`src/rtl/tetris_input_pkg.sv`:
```
// Shared scan-code constants, command encoding and key-state bundle for the
// Tetris input path.
package tetris_input_pkg;

  localparam logic [7:0] KEY_LEFT     = 8'h6B;
  localparam logic [7:0] KEY_RIGHT    = 8'h74;
  localparam logic [7:0] KEY_ROTATE   = 8'h12;
  localparam logic [7:0] KEY_L_ROTATE = 8'h1A;
  localparam logic [7:0] KEY_R_ROTATE = 8'h22;
  localparam logic [7:0] KEY_ENTER    = 8'h5A;
  localparam logic [7:0] KEY_DOWN     = 8'h72;

  typedef enum logic [2:0] {
    CMD_NONE      = 3'd0,
    CMD_LEFT      = 3'd1,
    CMD_RIGHT     = 3'd2,
    CMD_ROT_CW    = 3'd3,
    CMD_ROT_CCW   = 3'd4,
    CMD_SOFT_DROP = 3'd5,
    CMD_START     = 3'd6
  } cmd_code_e;

  typedef struct packed {
    logic       key1_on;
    logic [7:0] key1_code;
    logic       key2_on;
    logic [7:0] key2_code;
    logic       key3_on;
    logic [7:0] key3_code;
  } key_state_t;

  function automatic logic is_rotate_code(input logic [7:0] code);
    return (code == KEY_ROTATE) || (code == KEY_R_ROTATE) || (code == KEY_L_ROTATE);
  endfunction

endpackage

```
`src/rtl/auto_repeat_timer.sv`:
```
// Held-key repeat generator: one request on press/restart, one after FIRST_MS
// ticks, then one every REPEAT_MS ticks until release.
module auto_repeat_timer #(
  parameter int FIRST_MS  = 170,
  parameter int REPEAT_MS = 50
) (
  input  logic clk,
  input  logic rst,
  input  logic held,
  input  logic restart,
  input  logic tick,
  output logic req
);

  localparam int MAX_MS = (FIRST_MS > REPEAT_MS) ? FIRST_MS : REPEAT_MS;
  localparam int CW     = $clog2(MAX_MS + 1);

  typedef enum logic [1:0] {ART_IDLE, ART_FIRST, ART_REPEAT} art_state_e;

  art_state_e    state;
  logic [CW-1:0] ms_cnt;
  logic [CW-1:0] limit;
  logic [CW-1:0] cnt_inc;
  logic          hit;

  assign limit   = (state == ART_FIRST) ? CW'(FIRST_MS) : CW'(REPEAT_MS);
  assign cnt_inc = ms_cnt + CW'(1);
  assign hit     = tick && (cnt_inc == limit);

  // Request is decoded from current state so the caller's pending bit sets on
  // the edge right after the key becomes visible.
  assign req = held && ((state == ART_IDLE) || restart || hit);

  // NOTE: sequential state uses non-blocking <= so every flop samples pre-edge values.
  always_ff @(posedge clk or negedge rst) begin
    if (!rst) begin
      state  <= ART_IDLE;
      ms_cnt <= '0;
    end else if (!held) begin
      state  <= ART_IDLE;
      ms_cnt <= '0;
    end else if ((state == ART_IDLE) || restart) begin
      state  <= ART_FIRST;
      ms_cnt <= '0;
    end else if (tick) begin
      if (hit) begin
        state  <= ART_REPEAT;
        ms_cnt <= '0;
      end else begin
        ms_cnt <= cnt_inc;
      end
    end
  end

endmodule

```
`src/rtl/key_cmd_scheduler.sv`:
```
// Turns synchronized held-key state into a single valid/ready stream of game
// commands with DAS/ARR shifting, repeating soft drop and one-shot keys.
module key_cmd_scheduler
  import tetris_input_pkg::*;
#(
  parameter int TICK_DIV = 50000,
  parameter int DAS_MS   = 170,
  parameter int ARR_MS   = 50,
  parameter int SOFT_MS  = 30
) (
  input  logic       clk,
  input  logic       rst,
  input  logic       key1_on,
  input  logic [7:0] key1_code,
  input  logic       key2_on,
  input  logic [7:0] key2_code,
  input  logic       key3_on,
  input  logic [7:0] key3_code,
  input  logic       cmd_ready,
  output logic       cmd_valid,
  output logic [2:0] cmd_code
);

  localparam int PW = (TICK_DIV > 1) ? $clog2(TICK_DIV) : 1;

  key_state_t key_raw, key_meta, key_sync;

  assign key_raw = {key1_on, key1_code, key2_on, key2_code, key3_on, key3_code};

  always_ff @(posedge clk or negedge rst) begin
    if (!rst) begin
      key_meta <= '0;
      key_sync <= '0;
    end else begin
      key_meta <= key_raw;
      key_sync <= key_meta;
    end
  end

  // Unrecognised codes decode as released.
  logic shift_held, shift_right, enter_pressed, rot_pressed, rot_ccw, drop_pressed;

  assign shift_held    = key_sync.key1_on &&
                         ((key_sync.key1_code == KEY_LEFT) || (key_sync.key1_code == KEY_RIGHT));
  assign shift_right   = key_sync.key1_on && (key_sync.key1_code == KEY_RIGHT);
  assign enter_pressed = key_sync.key1_on && (key_sync.key1_code == KEY_ENTER);
  assign rot_pressed   = key_sync.key2_on && is_rotate_code(key_sync.key2_code);
  assign rot_ccw       = key_sync.key2_code == KEY_L_ROTATE;
  assign drop_pressed  = key_sync.key3_on && (key_sync.key3_code == KEY_DOWN);

  logic [PW-1:0] presc;
  logic          tick;

  assign tick = (presc == PW'(TICK_DIV - 1));

  always_ff @(posedge clk or negedge rst) begin
    if (!rst) presc <= '0;
    else      presc <= tick ? '0 : presc + PW'(1);
  end

  logic shift_held_q, shift_right_q, enter_q, rot_q;
  logic shift_restart, shift_set, drop_set, rot_set, start_set;

  // A left/right swap while held behaves like a fresh press.
  assign shift_restart = shift_held && shift_held_q && (shift_right != shift_right_q);
  assign rot_set       = rot_pressed && !rot_q;
  assign start_set     = enter_pressed && !enter_q;

  auto_repeat_timer #(.FIRST_MS(DAS_MS), .REPEAT_MS(ARR_MS)) u_shift_timer (
    .clk     (clk),
    .rst     (rst),
    .held    (shift_held),
    .restart (shift_restart),
    .tick    (tick),
    .req     (shift_set)
  );

  auto_repeat_timer #(.FIRST_MS(SOFT_MS), .REPEAT_MS(SOFT_MS)) u_drop_timer (
    .clk     (clk),
    .rst     (rst),
    .held    (drop_pressed),
    .restart (1'b0),
    .tick    (tick),
    .req     (drop_set)
  );

  logic      pend_rot, pend_rot_ccw, pend_shift, pend_shift_right, pend_drop, pend_start;
  logic      cmd_valid_q;
  cmd_code_e cmd_q;
  logic      accept, rot_presented, shift_presented;
  logic      acc_rot, acc_shift, acc_drop, acc_start;

  assign rot_presented   = cmd_valid_q && ((cmd_q == CMD_ROT_CW) || (cmd_q == CMD_ROT_CCW));
  assign shift_presented = cmd_valid_q && ((cmd_q == CMD_LEFT) || (cmd_q == CMD_RIGHT));
  assign accept          = cmd_valid_q && cmd_ready;
  assign acc_rot         = accept && rot_presented;
  assign acc_shift       = accept && shift_presented;
  assign acc_drop        = accept && (cmd_q == CMD_SOFT_DROP);
  assign acc_start       = accept && (cmd_q == CMD_START);

  logic      next_valid;
  cmd_code_e next_cmd;

  // The class being accepted this cycle is masked so it is not re-presented
  // before its pending bit has cleared.
  always_comb begin
    // NOTE: defaults first so every path assigns every output and no latch is inferred.
    next_valid = 1'b1;
    next_cmd   = CMD_NONE;
    if (pend_rot && !acc_rot)
      next_cmd = pend_rot_ccw ? CMD_ROT_CCW : CMD_ROT_CW;
    else if (pend_shift && !acc_shift)
      next_cmd = pend_shift_right ? CMD_RIGHT : CMD_LEFT;
    else if (pend_drop && !acc_drop)
      next_cmd = CMD_SOFT_DROP;
    else if (pend_start && !acc_start)
      next_cmd = CMD_START;
    else
      next_valid = 1'b0;
  end

  always_ff @(posedge clk or negedge rst) begin
    if (!rst) begin
      shift_held_q     <= 1'b0;
      shift_right_q    <= 1'b0;
      enter_q          <= 1'b0;
      rot_q            <= 1'b0;
      pend_rot         <= 1'b0;
      pend_rot_ccw     <= 1'b0;
      pend_shift       <= 1'b0;
      pend_shift_right <= 1'b0;
      pend_drop        <= 1'b0;
      pend_start       <= 1'b0;
      cmd_valid_q      <= 1'b0;
      cmd_q            <= CMD_NONE;
    end else begin
      shift_held_q  <= shift_held;
      shift_right_q <= shift_right;
      enter_q       <= enter_pressed;
      rot_q         <= rot_pressed;

      // A set in the same cycle as acceptance wins, yielding one more command.
      pend_rot   <= rot_set   || (pend_rot   && !acc_rot);
      pend_shift <= shift_set || (pend_shift && !acc_shift);
      pend_drop  <= drop_set  || (pend_drop  && !acc_drop);
      pend_start <= start_set || (pend_start && !acc_start);

      // Direction is frozen while its command is on the port.
      if (rot_set && !rot_presented)     pend_rot_ccw     <= rot_ccw;
      if (shift_set && !shift_presented) pend_shift_right <= shift_right;

      if (!cmd_valid_q || cmd_ready) begin
        cmd_valid_q <= next_valid;
        cmd_q       <= next_cmd;
      end
    end
  end

  assign cmd_valid = cmd_valid_q;
  assign cmd_code  = cmd_q;

endmodule

```
`config.mk`:
```
export PLATFORM = sky130hd
export DESIGN_NAME = key_cmd_scheduler
export DESIGN_NICKNAME = d
export VERILOG_FILES = /design/src/rtl/tetris_input_pkg.sv /design/src/rtl/auto_repeat_timer.sv /design/src/rtl/key_cmd_scheduler.sv
export SDC_FILE = /design/constraint.sdc
export NUM_CORES = 1
export LEC_CHECK = 0
export CAP_MARGIN = 15
export CORE_ASPECT_RATIO = 1.5
export CORE_MARGIN = 1
export CORE_UTILIZATION = 40
export DETAILED_ROUTE_END_ITERATION = 12
export SLEW_MARGIN = 15
export SYNTH_ARGS = -nofsm -noshare
export SYNTH_HDL_FRONTEND = slang
export SYNTH_SLANG_ARGS = --single-unit
```
`constraint.sdc`:
```
create_clock -name clk -period 3.1 [get_ports clk]
set_clock_uncertainty 0.15 [all_clocks]
set_input_delay 0.31 -clock clk [delete_from_list [all_inputs] [get_ports clk]]
set_output_delay 0.31 -clock clk [all_outputs]
set_load 0.1 [all_outputs]
```
; ---- Word level (Yosys, flattened, before mapping)
; Cells that the tools add are included.
; W data, S select, Z words.
[totals]
reg_bits = 101
word_cells = 134
out_inout_bits = 4
input_bits = 30
[op_classes]
n_mux = 28
n_eq_ne = 22
n_reduce_logical = 52
add_sub_neg = 3
[ops]
columns = operator, n
row1 = $mux W8, 5
row2 = $eq A8 B7 Y1 const B, 4
row3 = $logic_and A1 B1 Y1, 26
row4 = $mux W5, 4
row5 = $mux W2, 9
row6 = $add A16 B1 Y16 const B, 1
row7 = $eq A16 B16 Y1 const B, 1
row8 = $eq A8 B5 Y1 const B, 2
row9 = $mux W16, 1
row10 = $mux W3, 5
row11 = $logic_or A1 B1 Y1, 13
row12 = $eq A3 B3 Y1 const B, 3
row13 = $logic_not A1 Y1, 9
row14 = $add A8 B1 Y8 const B, 1
row15 = $eq A8 B6 Y1 const B, 1
row16 = $eq A8 B8 Y1, 1
row17 = $eq A3 B2 Y1 const B, 2
row18 = $ne A3 B1 Y1 const B, 2
row19 = $ne A3 B3 Y1 const B, 2
row20 = $add A5 B1 Y5 const B, 1
row21 = $eq A5 B5 Y1 const B, 1
row22 = $logic_not A2 Y1, 2
row23 = $mux W1, 4
row24 = $reduce_and A2 Y1, 2
row25 = other kinds (3), 3

; ---- Longest topological paths before layout
[depth]
depth_word = 9
depth_mapped = 9
ltp_nobuf = 7

; ---- Hierarchy
; Synthesis repeated with hierarchy kept, for this count alone.
[hier_totals]
cells_unflattened = 334
area_unflattened_um2 = 4110.2
[by_module_without_submodules]
columns = module, seq_area_each_um2, cells_per_inst, n_inst, area_each_um2
row1 = key_cmd_scheduler, 2102.0, 201, 1, 2856.5
row2 = auto_repeat_timer (u_shift_timer), 250.2, 86, 1, 778.2
row3 = auto_repeat_timer (u_drop_timer), 175.2, 47, 1, 475.5

; ---- Worst setup path before layout
; No wires, ideal clock.
[synth_path]
kind = register to register
from = reg cmd_q[1], in the netlist cmd_code[1]
to = reg cmd_q[1], in the netlist cmd_code[1]
path_slack_ns = 0.787
arrival_ns = 2.027
stages_incl_launch_ff = 7
n_path_buf = 0
setup_time_ns = 0.136
t_required_ns = 2.814
period_less_slack_ns = 2.313
path_cell_list = dfrtp_1 -> nand2b_1 -> a21oi_1 -> a31oi_1 -> nor3b_1 -> a211oi_1 -> o31ai_1
[synth_via]
elab_chain_cells = 8
word_cells_on_any_way = 26
classes_between = eq/ne: 6 / mux: 4 / reduce/logical: 16
[synth_rtl]
columns = element, line
row1 = "start, declared", key_cmd_scheduler.sv:89  ; cmd_code_e cmd_q;
row2 = "start signal, assigned", key_cmd_scheduler.sv:154  ; cmd_q <= next_cmd;
row3 = $eq A3 B3 Y1 (tied with other cells), key_cmd_scheduler.sv:99  ; assign acc_start = accept && (cmd_q == CMD_START);
row4 = $logic_and A1 B1 Y1 or $logic_or A1 B1 Y1 (tied branches), "key_cmd_scheduler.sv:99, key_cmd_scheduler.sv:94"
row5 = $logic_not A1 Y1 or $logic_and A1 B1 Y1 (tied branches), "key_cmd_scheduler.sv:116, key_cmd_scheduler.sv:94"
row6 = "$logic_and A1 B1 Y1, on equally long branches", "key_cmd_scheduler.sv:116, key_cmd_scheduler.sv:97"
row7 = $mux W3 or $logic_not A1 Y1 (tied branches), "key_cmd_scheduler.sv:116, key_cmd_scheduler.sv:112"
row8 = $mux W3 or $logic_and A1 B1 Y1 (tied branches), "key_cmd_scheduler.sv:114, key_cmd_scheduler.sv:112"
row9 = $mux W3, key_cmd_scheduler.sv:112  ; else if (pend_shift && !acc_shift)
row10 = $mux W3 (*), key_cmd_scheduler.sv:110  ; if (pend_rot && !acc_rot)
; Every way passes the cells marked *; elsewhere a longest branch is shown, timed or not.
; A chain may end at the register's enable or synchronous reset.

; ---- Final worst setup path
[layout_path]
from = reg u_shift_timer.ms_cnt[0]
to = reg u_shift_timer.ms_cnt[4]
[layout_via]
elab_chain_cells = 7
[layout_rtl]
columns = element, line
row1 = "start, declared", auto_repeat_timer.sv:21  ; logic [CW-1:0] ms_cnt;
row2 = "start signal, assigned", auto_repeat_timer.sv:50  ; ms_cnt <= cnt_inc;
row3 = $add A8 B1 Y8 (*), auto_repeat_timer.sv:27  ; assign cnt_inc = ms_cnt + CW'(1);
row4 = $eq A8 B8 Y1, auto_repeat_timer.sv:28  ; assign hit = tick && (cnt_inc == limit);
row5 = $logic_and A1 B1 Y1, auto_repeat_timer.sv:28
row6 = $mux W8 (*), auto_repeat_timer.sv:46  ; if (hit) begin
row7 = $mux W8 (*), auto_repeat_timer.sv:45  ; end else if (tick) begin
row8 = $mux W8 (*), auto_repeat_timer.sv:42  ; end else if ((state == ART_IDLE) || restart) begin
row9 = $mux W8 (*), auto_repeat_timer.sv:39  ; end else if (!held) begin
; Every way passes the cells marked *; elsewhere a longest branch is shown, timed or not. The select of a mux whose other input is x is not followed.

==> results.py <==
metrics = {
    "status": {
        "outcome": "completed",
    },
    "clock_tree": {
        "cts-root-buf": "sky130_fd_sc_hd__clkbuf_16",
        "post_cts_buffers": 0,
        "clock_latency_ps": 330,
        "clock_tree.htree_level_count": 3,
        "cts.sinks": 101,
        "deepest_clock_path_buffer_count": 2,
        "clk_transition_reported_paths_ps": 70,
        "cts_resized": 0,
        "tritoncts": "built",
        "num_cts_buffers": 9,
        "cts_hold_buf": 1,
    },
    "worst_setup_path": {
        "critPathSlowestCell": "sky130_fd_sc_hd__dfrtp_1",
        "path_max_fanout": 9,
        "worstSetupPathType": "register to register",
        "cp_delay_by_family_top": "compound AO/OA/AOI/OAI gates",
        "worst_setup_path_end_kind": "register",
        "worstPathArrival_ps": 2580,
        "cp_cell_sequence": "ha_1, nand3_1, a211oi_1, o2111ai_2, a211oi_2, buf_4, nand3b_1, a31oi_1",
        "critical_path.startpoint_type": "register",
        "cpPeakStageDelay_ps": 450,
        "cp_num_buf_inv": 1,
        "timing.critical_path.required_ps": 3160,
    },
    "grt": {
        "grt.overflow.total": 0,
        "groute.usage.overall": 0.142,
        "maximum_number_of_pins_on_one_net_before_global_route_repair": 53,
        "grt_pass1_wl_um": 11900,
        "grt_pass1_vias": 2702,
        "grt_antenna_before_repair": 0,
    },
    "floorplan": {
        "placement_rows": 44,
        "vertical_extent_of_the_die_um": 125,
        "ioPinCount": 34,
        "core_sq_mm": 0.00980,
        "initial_utilization": 0.414,
        "die_w_um": 84.3,
        "overall_die_area_sq_mm": 0.0106,
    },
    "cells_and_area": {
        "fillerInstances": 905,
        "area_growth_from_synthesis_to_layout_pct": 18.3,
        "final_core_utilization": 0.490,
        "layoutNonFillerInstCount": 497,
        "final_layout_size_suffix_gt1_frac": 0.107,
        "design_area_final_sq_mm": 0.00480,
        "layout.nets": 412,
        "insertedDiodeCount": 0,
        "layout.cells.most_common_list": "sky130_fd_sc_hd__dfrtp_1 (101), sky130_fd_sc_hd__nand2_1 (29), sky130_fd_sc_hd__nor2_1 (28), sky130_fd_sc_hd__clkdlybuf4s50_1 (28), sky130_fd_sc_hd__nand3_1 (14)",
        "final_common_cell": "sky130_fd_sc_hd__dfrtp_1",
    },
    "timing": {
        "rsz0062_at_grt": "no",
        "final-max-slew-violation-count": 0,
        "fin_ws_ps": 572,
        "fin_hold_ws_ps": 199,
        "finalHoldViolations": 0,
        "timing.max_slew.rel_slack": 0.561,
        "minimum_clock_period_after_layout_ps": 2530,
        "setup_viol": 0,
        "min_period_over_period": 0.815,
        "finalSetupTns_ps": 0,
        "max_slew.worst_pin.slew_ps": 659,
        "fmax_ghz": 0.396,
    },
    "route": {
        "route.detailed.vias_per_inst": 5.31,
        "final_antenna_net_count": 0,
        "drc": 0,
        "route.vias.total": 2641,
        "dr.pass1.iters": 5,
        "routed_len_inst_um": 13.3,
        "finalWirelength_um": 6620,
        "drt-initial-drc-count": 114,
    },
    "yosys": {
        "yosysUniqueCellTypes": 62,
        "post_synth_inst_count": 338,
        "synth_seq_cells": 101,
        "synth-main-ff-cell": "sky130_fd_sc_hd__dfrtp_1",
        "avgSynthCellArea_sq_um": 12.0,
        "synth.net_count": 373,
        "yosysSeqAreaShare": 0.622,
        "synth-warning-count": 0,
        "synth-edff-count": 0,
        "total_standard_cell_area_after_synthesis_sq_mm": 0.00406,
        "async_flop_share": 1.00,
    },
    "place": {
        "pre_cts_ws_ps": 566,
        "routabilityCongestion": 0.866,
        "dp.cells": 480,
        "port_buffers": 33,
        "placed_cell_area_sq_mm": 0.00450,
        "place_hpwl_um": 4660,
    },
    "power_and_ir_drop": {
        "cellPowerDensity_mw_per_mm2": 613,
        "totalPowerFinal_mw": 2.95,
        "leakagePower_nw": 2.02,
        "worst_ir_drop_vdd_mv": 0.538,
    },
    "job": {
        "max_cap_violations": 0,
    },
    "worst_hold_path": {
        "min-delay-path-class": "register to register",
    },
}
logic make-up after synthesis:
| group | count (synthesis) | share of synthesized area |
|---|---|---|
| compound gates | 49 | 0.0844 |
| xor+xnor | 19 | 0.0410 |
| fa+ha+maj | 5 | 0.0154 |
| buf+inv | 18 | 0.0240 |
| flops | 101 | 0.622 |
| mux | 5 | 0.0132 |
| simple gates | 141 | 0.200 |
registers in the layout, indices dropped and copies added (netlist names):
name,flops
pend_rot_ccw,1
shift_held_q,1
shift_right_q,1
pend_shift,1
u_drop_timer.ms_cnt,5
cmd_valid,1
pend_start,1
key_meta,27
pend_drop,1
pend_rot,1
presc,16
pend_shift_right,1
rot_q,1
u_shift_timer.state,2
enter_q,1
key_sync,27
u_shift_timer.ms_cnt,8
cmd_code,3
u_drop_timer.state,2
metal layers:
layer | vias up | global-route usage | routed length (um) | part of all wire
met2 | 59 | 0.248 | 3460 | 0.52
met3 | 9 | 0.0337 | 253 | 0.038
met5 | - | 0 | 0 | 0
met1 | 1308 | 0.167 | 2800 | 0.42
met4 | 0 | 0.0588 | 106 | 0.016
li1 | 1265 | - | - | -
worst paths after layout:
kind | from | endpoint | slack (ps) | depth (start not counted)
max | u_shift_timer.ms_cnt[0] | u_shift_timer.ms_cnt[4] | 570 | 8
min | key_meta[17] | key_sync[17] | 200 | 0
max reg2reg | u_shift_timer.ms_cnt[0] | u_shift_timer.ms_cnt[4] | 570 | 8
min reg2reg | key_meta[17] | key_sync[17] | 200 | 0
max in group asynchronous | rst | u_drop_timer.ms_cnt[4] | 1690 | 3
min in group asynchronous | rst | u_shift_timer.ms_cnt[6] | 390 | 2
synthesized netlist by cell type (all sizes together) (3+ instances only):
cell | n | area (sq um)
xnor2 | 10 | 87.6
nor2b | 4 | 25.0
or3 | 4 | 30.0
nand3b | 7 | 65.1
a21oi | 12 | 60.1
nor2 | 29 | 111
nand2b | 9 | 56.3
dfrtp | 101 | 2530
nor3 | 8 | 50.1
mux2 | 3 | 33.8
a211oi | 4 | 40.0
o21ai | 13 | 65.1
nand2 | 29 | 109
nor3b | 4 | 30.0
and3 | 6 | 37.5
nand4 | 5 | 31.3
inv | 8 | 30.0
nor4bb | 3 | 36.3
a31oi | 4 | 25.0
xor2 | 9 | 78.8
ha | 5 | 62.6
buf | 8 | 60.1
nand3 | 15 | 80.1
and4 | 3 | 26.3
worst reg2reg max path, stage by stage, from the launching register on:
cell,delay (ps)
sky130_fd_sc_hd__dfrtp_1,450
sky130_fd_sc_hd__ha_1,370
sky130_fd_sc_hd__nand3_1,190
sky130_fd_sc_hd__a211oi_1,340
sky130_fd_sc_hd__o2111ai_2,140
sky130_fd_sc_hd__a211oi_2,350
sky130_fd_sc_hd__buf_4,230
sky130_fd_sc_hd__nand3b_1,110
sky130_fd_sc_hd__a31oi_1,80
final cells by class:
| class | count | area [sq um] | area share |
|---|---|---|---|
| Sequential cell | 101 | 2530 | 0.526 |
| Multi-Input combinational cell | 219 | 1440 | 0.299 |
| Timing Repair Buffer | 38 | 370 | 0.0771 |
| Clock buffer | 9 | 225 | 0.0469 |
| Tap cell | 115 | 144 | 0.0300 |
| Clock inverter | 7 | 70.1 | 0.0146 |
| Inverter | 8 | 30.0 | 0.00625 |
power breakdown:
part	switching [mW]	total (mW)	internal, mW
Sequential	0.0583	1.45	1.39
Combinational	0.289	0.422	0.133
Clock	0.505	1.07	0.566
Total	0.852	2.95	2.09
Note: power is estimated with default switching activity, not from simulation.
